==> config.mk <==
export PLATFORM = sky130hd
export DESIGN_NAME = seq_divider
export DESIGN_NICKNAME = d
export VERILOG_FILES = /design/src/rtl/div_pkg.sv /design/src/rtl/div_step.sv /design/src/rtl/seq_divider.sv
export SDC_FILE = /design/constraint.sdc
export NUM_CORES = 1
export LEC_CHECK = 0
export ABC_CLOCK_PERIOD_IN_PS = 8600
export CORE_MARGIN = 2
export CORE_UTILIZATION = 55
export CTS_CLUSTER_SIZE = 16
export DETAILED_ROUTE_END_ITERATION = 6
export PLACE_DENSITY_LB_ADDON = 0.12
export SLEW_MARGIN = 20
export SYNTH_ARGS = -nofsm -noshare
export SYNTH_HDL_FRONTEND = slang
export SYNTH_SLANG_ARGS = --single-unit
==> constraint.sdc <==
create_clock -name clk -period 8.6 [get_ports clk]
set_input_delay 2.15 -clock clk [delete_from_list [all_inputs] [get_ports clk]]
set_output_delay 2.15 -clock clk [all_outputs]
set_load 0.1 [all_outputs]
==> src/rtl/div_pkg.sv <==
// Shared types and helpers for the sequential RV32M divider.
package div_pkg;

    typedef enum logic [1:0] {
        OP_DIV  = 2'b00,
        OP_DIVU = 2'b01,
        OP_REM  = 2'b10,
        OP_REMU = 2'b11
    } div_op_e;

    typedef enum logic [1:0] {
        S_IDLE = 2'b00,
        S_CALC = 2'b01,
        S_FIX  = 2'b10,
        S_DONE = 2'b11
    } div_state_e;

    function automatic logic is_signed(input div_op_e op);
        return (op == OP_DIV) || (op == OP_REM);
    endfunction

endpackage

==> src/rtl/div_step.sv <==
// One restoring-division iteration: shift {rem,quo} left, trial-subtract the divisor.
module div_step #(
    parameter int WIDTH = 32
) (
    input  logic [WIDTH-1:0] rem,
    input  logic [WIDTH-1:0] quo,
    input  logic [WIDTH-1:0] divisor_mag,
    output logic [WIDTH-1:0] rem_next,
    output logic [WIDTH-1:0] quo_next
);

    logic [WIDTH:0] rem_shifted;
    logic [WIDTH:0] trial;
    logic           borrow;

    // The shifted remainder is below 2*divisor, so a WIDTH+1 bit difference
    // has its MSB set exactly when the subtraction went negative.
    assign rem_shifted = {rem, quo[WIDTH-1]};
    assign trial       = rem_shifted - {1'b0, divisor_mag};
    assign borrow      = trial[WIDTH];

    assign rem_next = borrow ? rem_shifted[WIDTH-1:0] : trial[WIDTH-1:0];
    assign quo_next = {quo[WIDTH-2:0], ~borrow};

endmodule

==> src/rtl/seq_divider.sv <==
// Multi-cycle radix-2 restoring divider for DIV/DIVU/REM/REMU with start/busy/done handshake.
module seq_divider
    import div_pkg::*;
#(
    parameter int WIDTH = 32
) (
    input  logic             clk,
    input  logic             rst_n,
    input  logic             start,
    input  logic [1:0]       op,
    input  logic [WIDTH-1:0] dividend,
    input  logic [WIDTH-1:0] divisor,
    output logic             busy,
    output logic             done,
    output logic [WIDTH-1:0] result
);

    localparam int CW = $clog2(WIDTH);
    localparam logic [WIDTH-1:0] MIN_NEG = {1'b1, {(WIDTH-1){1'b0}}};

    div_state_e       state_reg;
    div_op_e          op_reg;
    logic [CW-1:0]    count_reg;
    logic [WIDTH-1:0] rem_reg;
    logic [WIDTH-1:0] quo_reg;
    logic [WIDTH-1:0] divisor_reg;
    logic [WIDTH-1:0] dividend_reg;
    logic             sign_q_reg;
    logic             sign_r_reg;
    logic             div_zero_reg;
    logic             ovf_reg;
    logic             busy_reg;
    logic             done_reg;
    logic [WIDTH-1:0] result_reg;

    div_op_e          op_in;
    logic             op_in_signed;
    logic [WIDTH-1:0] dividend_mag;
    logic [WIDTH-1:0] divisor_mag;
    logic [WIDTH-1:0] rem_next;
    logic [WIDTH-1:0] quo_next;
    logic [WIDTH-1:0] quo_final;
    logic [WIDTH-1:0] rem_final;
    logic [WIDTH-1:0] result_next;

    assign op_in        = div_op_e'(op);
    assign op_in_signed = is_signed(op_in);
    assign dividend_mag = (op_in_signed && dividend[WIDTH-1]) ? (WIDTH'(0) - dividend) : dividend;
    assign divisor_mag  = (op_in_signed && divisor[WIDTH-1])  ? (WIDTH'(0) - divisor)  : divisor;

    div_step #(
        .WIDTH(WIDTH)
    ) u_step (
        .rem        (rem_reg),
        .quo        (quo_reg),
        .divisor_mag(divisor_reg),
        .rem_next   (rem_next),
        .quo_next   (quo_next)
    );

    // Sign correction and the RISC-V special cases, consumed in FIX.
    always_comb begin
        quo_final = (is_signed(op_reg) && sign_q_reg) ? (WIDTH'(0) - quo_reg) : quo_reg;
        rem_final = (is_signed(op_reg) && sign_r_reg) ? (WIDTH'(0) - rem_reg) : rem_reg;
        if (div_zero_reg) begin
            quo_final = '1;
            rem_final = dividend_reg;
        end else if (ovf_reg) begin
            quo_final = MIN_NEG;
            rem_final = '0;
        end
        result_next = op_reg[1] ? rem_final : quo_final;
    end

    always_ff @(posedge clk) begin
        if (!rst_n) begin
            state_reg    <= S_IDLE;
            op_reg       <= OP_DIV;
            count_reg    <= '0;
            rem_reg      <= '0;
            quo_reg      <= '0;
            divisor_reg  <= '0;
            dividend_reg <= '0;
            sign_q_reg   <= 1'b0;
            sign_r_reg   <= 1'b0;
            div_zero_reg <= 1'b0;
            ovf_reg      <= 1'b0;
            busy_reg     <= 1'b0;
            done_reg     <= 1'b0;
            result_reg   <= '0;
        end else begin
            case (state_reg)
                S_IDLE: begin
                    busy_reg <= 1'b0;
                    done_reg <= 1'b0;
                    if (start) begin
                        op_reg       <= op_in;
                        rem_reg      <= '0;
                        quo_reg      <= dividend_mag;
                        divisor_reg  <= divisor_mag;
                        dividend_reg <= dividend;
                        sign_q_reg   <= dividend[WIDTH-1] ^ divisor[WIDTH-1];
                        sign_r_reg   <= dividend[WIDTH-1];
                        div_zero_reg <= (divisor == '0);
                        ovf_reg      <= op_in_signed && (dividend == MIN_NEG) && (divisor == '1);
                        count_reg    <= CW'(WIDTH - 1);
                        busy_reg     <= 1'b1;
                        state_reg    <= S_CALC;
                    end
                end
                S_CALC: begin
                    rem_reg <= rem_next;
                    quo_reg <= quo_next;
                    if (count_reg == '0) begin
                        state_reg <= S_FIX;
                    end else begin
                        count_reg <= count_reg - 1'b1;
                    end
                end
                S_FIX: begin
                    result_reg <= result_next;
                    busy_reg   <= 1'b0;
                    done_reg   <= 1'b1;
                    state_reg  <= S_DONE;
                end
                S_DONE: begin
                    done_reg  <= 1'b0;
                    state_reg <= S_IDLE;
                end
                default: begin
                    busy_reg  <= 1'b0;
                    done_reg  <= 1'b0;
                    state_reg <= S_IDLE;
                end
            endcase
        end
    end

    assign busy   = busy_reg;
    assign done   = done_reg;
    assign result = result_reg;

endmodule

Word level (Yosys, flattened, before mapping)
Cells that the tools add are included.
{ "totals": {"wordCells": 76, "out_inout_bits": 34, "ff_bits": 175, "input_bits": 69} }
{ "op_classes": {"n_reduce_logical": 21, "n_eq_ne": 10, "bitwise": 2, "n_addsub": 6, "n_mux": 23} }
{ "ops": {"columns": ["operator", "n"], "rows": [
  ["2-to-1 mux 32 bit", 12],
  ["case mux 32 bit (2 select lines)", 2],
  ["subtractor 1 x 32 -> 32 bit (first input constant)", 4],
  ["equality test 32 bit (second input constant)", 2],
  ["subtractor 33 x 32 -> 33 bit", 1],
  ["zero test 32 bit", 1],
  ["2-to-1 mux 5 bit", 2],
  ["case mux 5 bit (2 select lines)", 1],
  ["equality test 2 bit (second input constant)", 4],
  ["case mux 2 bit (4 select lines)", 1],
  ["logical AND 1 bit", 6],
  ["zero test 2 bit", 3],
  ["inequality test 2 bit (second input constant)", 3],
  ["AND reduction 2 bit", 3],
  ["nonzero test 2 bit", 3],
  ["zero test 5 bit", 1],
  ["subtractor 5 x 1 -> 5 bit (second input constant)", 1],
  ["2-to-1 mux 2 bit", 2],
  ["case mux 1 bit (2 select lines)", 2],
  ["AND reduction 3 bit", 1],
  ["equality test 2 x 1 -> 1 bit (second input constant)", 1],
  ["logical OR 1 bit", 2],
  ["OR reduction 2 bit", 1],
  ["2-to-1 mux 1 bit", 1],
  ["2 further kinds", 2]
]} }

Longest topological paths before layout
{ "logic_depth": {"depth_word": 7, "depth_mapped": 13, "ltp_nobuf": 11} }

Cells and area by module
Synthesis repeated with hierarchy kept, for this count alone.
{ "unflattened": {"hier_cells": 1641, "hier_area_um2": 12643.4} }
{ "by_module_without_submodules": {"columns": ["mod", "cells_per_inst", "instances", "seq_area_each_um2", "area_per_inst_um2"], "rows": [
  ["seq_divider", 1299, 1, 3483.3, 10154.7],
  ["div_step", 342, 1, 0.0, 2488.6]
]} }

Worst setup path after synthesis
Ideal clock, no wire load.
{ "synth_path": {"kind": "input port to flip-flop", "start": "in dividend[10]", "end": "reg quo_reg[29]", "setup_time_ps": 116, "path_slack_ps": 4217, "path_buffers": 0, "t_arrival_ps": 4267, "required_time_ps": 8484, "path_stages": 7, "cell_sequence": "or4_4 or4_4 or4_4 o41ai_4 xor2_1 o21ai_1 o211a_1"} }
{ "synth_between": {"elab_chain_len": 4} }
{ "synth_rtl": {"columns": ["item", "line_no", "rtl"], "rows": [
  ["start, declared", "seq_divider.sv:11", "input logic [WIDTH-1:0] dividend,"],
  ["subtractor 1 x 32 -> 32 bit", "seq_divider.sv:48", "assign dividend_mag = (op_in_signed && dividend[WIDTH-1]) ? (WIDTH'(0) - dividend) : dividend;"],
  ["2-to-1 mux 32 bit", "seq_divider.sv:48", null],
  ["2-to-1 mux 32 bit", "seq_divider.sv:96", "if (start) begin"],
  ["case mux 32 bit (2 select lines)", "seq_divider.sv:92", "case (state_reg)"],
  ["end signal, assigned", "seq_divider.sv:99", "quo_reg <= dividend_mag;"],
  ["end signal, assigned", "seq_divider.sv:113", "quo_reg <= quo_next;"],
  ["end, declared", "seq_divider.sv:25", "logic [WIDTH-1:0] quo_reg;"]
]} }
No other way between the ends. The select of a mux whose other input is x is not followed.
A chain may end at the register's enable or synchronous reset.

Worst setup path in the final report
{ "layout_path": {"start": "in dividend[2]", "end": "reg quo_reg[29]"} }
Same word-level chain as after synthesis.

==> impl_metrics.json <==
{
  "status": "finished, final reports clean",
  "crit_path_top_delay_cell": "nor4_1",
  "gr-total-overflow": 0,
  "portBuffers": 102,
  "dpl.hpwl_mm": 29.34,
  "peakVddDrop_v": 0.0002327,
  "dr_total_vias": 12540,
  "grt_pass1_wl_mm": 61.29,
  "nNetsFinal": 1806,
  "vias_per_cell": 6.315,
  "htreeDepth": 4,
  "ys_seq_elements": 174,
  "rows": 54,
  "cp_max_fo": 6,
  "p_int_mw": 2.089,
  "core_mm2": 0.02196,
  "ys_seq_area_frac": 0.2808,
  "grt_use_met2": 0.5234,
  "rsz0062_at_grt": "false",
  "track_usage": 0.3232,
  "seq_area_mm2": 0.003483,
  "leakage_nw": 5.410,
  "areaGrowthSynthToFinish_pct": 12.67,
  "io_pins": 103,
  "antenna_found_initial": 0,
  "seqPwrFrac": 0.293,
  "report.final.hold_viol_count": 0,
  "clock_path_buffers": 2,
  "antenna_left": 0,
  "syn_nets": 1787,
  "clk-insertion-delay-late_ns": 0.44,
  "yosysMostFrequentCell": "nand2_1",
  "routabilityCongestion": 0.9200,
  "slew_viol_final": 0,
  "comb_power_share": 0.517,
  "pre_cts_slack_ns": 3.512,
  "dpl_cell_area_mm2": 0.01342,
  "cts_made_buffers": 17,
  "ys.flop_type": "dfxtp_1",
  "wirelength_mm": 39.38,
  "fin_crit_sh": 0.5425,
  "drt_iter0_drc": 1416,
  "root_buffer": "clkbuf_16",
  "ctsResizeCount": 0,
  "yosysTopAreaCellShare": 0.2808,
  "fmax_mhz": 214.3,
  "grt_max_degree": 103,
  "synth-edff-count": 0,
  "cp_top_family": "simple AND/OR/NAND/NOR gates",
  "grt.met3_usage": 0.05071,
  "critPathKind": "in2reg",
  "hold_buffers": 0,
  "multi_input_area_mm2": 0.008190,
  "setup_tns_ns": 0,
  "final_area_mm2": 0.01398,
  "met1_usage": 0.4324,
  "fin_skew_ns": 0.01212,
  "post_cts_buffers": 0,
  "die_w_um": 154.2,
  "drive_gt1_frac": 0.03988,
  "start_kind": "primary input",
  "async_reset_ff_frac": 0,
  "setup_ws_ns": 3.935,
  "synth_cells": 1674,
  "netlist_area_mm2": 0.01241,
  "syn_avg_cell_area_um2": 7.412,
  "required_ns": 8.93,
  "netlist_top_cells_count": "nand2_1 (280), dfxtp_1 (174), o21ai_0 (136)",
  "final-setup-viol-count": 0,
  "synth.area.top_cells": "dfxtp_1 (28%), nand2_1 (8.5%), xnor2_1 (6.0%)",
  "max_stage_delay_ns": 0.72,
  "cts_tree": "yes",
  "route.detailed.drc": 0,
  "cp_num_buf_inv": 1,
  "dr.pass1.iters": 6,
  "cap_viol_max_count": 0,
  "power_switching_mw": 1.932,
  "yosysWarnings": 0,
  "p_sw_frac": 0.4806,
  "relSlewSlack": 0.2441,
  "n_fill_cell": 1972,
  "power.density_mw_per_mm2": 287.6,
  "diodes": 0,
  "power_frac_clock": 0.189,
  "die_h_um": 154.2,
  "tightest_slew_ns": 1.132,
  "synth.distinct_cells": 74,
  "cp_cell_sequence": "clkdlybuf4s50_1 -> nor4_1 -> nand3_1 -> or4_4 -> o41ai_4 -> xor2_1 -> o21ai_1 -> o211a_1",
  "critPathCaptureType": "flop",
  "cts_sinks": 174,
  "fp.dieArea_mm2": 0.02378,
  "top_usage_layer": "met2",
  "yosysTopAreaCell": "dfxtp_1",
  "wire_per_inst_um": 19.84,
  "cts.clk_slew.worst_paths_ns": 0.07,
  "hold_path_class": "reg2reg",
  "grt_pass1_vias": 11210,
  "min_period_ns": 4.665,
  "initial_utilization": 0.5650,
  "arrival_ns": 5.00
}
[area by class of cell]
cell class                 count  share of cell area
multi-input combinational   1316              0.5859
tap                          280             0.02506
clock inverter                 9            0.008056
inverter                      66             0.01772
clock buffer                  22             0.03178
timing repair buffer         118             0.08226
sequential                   174              0.2492
[final timing paths]
| path | start | to | slack (ns) | depth (start not counted) |
|---|---|---|---|---|
| setup / recovery | dividend[2] | quo_reg[29] | 3.93 | 8 |
| hold / removal | dividend_reg[6] | dividend_reg[6] | 0.46 | 2 |
| setup reg to reg | quo_reg[31] | rem_reg[29] | 4.45 | 11 |
| hold reg to reg | dividend_reg[6] | dividend_reg[6] | 0.46 | 2 |
[logic make-up after synthesis]
group	Yosys count	share of synthesized area
AO/OA/AOI/OAI	542	0.2874
XOR/XNOR	136	0.09601
adder cells (fa/ha/maj)	44	0.04498
buffers and inverters	184	0.06021
flip-flops	174	0.2808
multiplexers	9	0.007463
AND/OR/NAND/NOR	585	0.2232
[per-layer routing]
metal	wire length (um)	vias up
li1	-	6047
met4	1508	0
met1	17020	5823
met2	17960	558
met5	0	-
met3	2896	107
[tightest hold or removal path, delay by kind of cell, from the launching register on]
kind	cells	cell delay, ns
AND/OR/NAND/NOR	1	0.05
flip-flops	1	0.31
AO/OA/AOI/OAI	1	0.06
[per-stage QoR]
stage,power (mW),hold slack [ns],utilization,std cells
floorplan,2.687,0.4383,-,1674
finish,4.021,0.4632,0.6366,1985
global route,4.235,0.4915,0.6366,1985
CTS,3.998,0.4637,0.6365,1985
detailed placement,3.243,0.4552,0.6111,1954
global placement,3.203,0.4504,0.6099,1952
[power by group through the flow]
stage / clock network, mW / logic, mW / registers, mW
3_3_place_gp: 0 / 2.02 / 1.18
6_report: 0.762 / 2.08 / 1.18
3_5_place_dp: 0 / 2.05 / 1.19
5_1_grt: 0.794 / 2.24 / 1.20
2_1_floorplan: 0 / 1.19 / 1.50
4_1_cts: 0.763 / 2.06 / 1.17
[placed cells by master, fill, tap and decap left out, drive strengths merged, types with 30 or more instances in the layout]
| cell type | instances |
|---|---|
| dfxtp | 174 |
| nand3 | 30 |
| a21oi | 125 |
| nand2 | 280 |
| xor2 | 51 |
| clkdlybuf4s50 | 101 |
| xnor2 | 85 |
| nor3 | 54 |
| o21ai | 139 |
| nor2 | 81 |
| ha | 43 |
| inv | 68 |
| o211a | 30 |
| a21boi | 59 |
(Power assumes the default switching activity.)
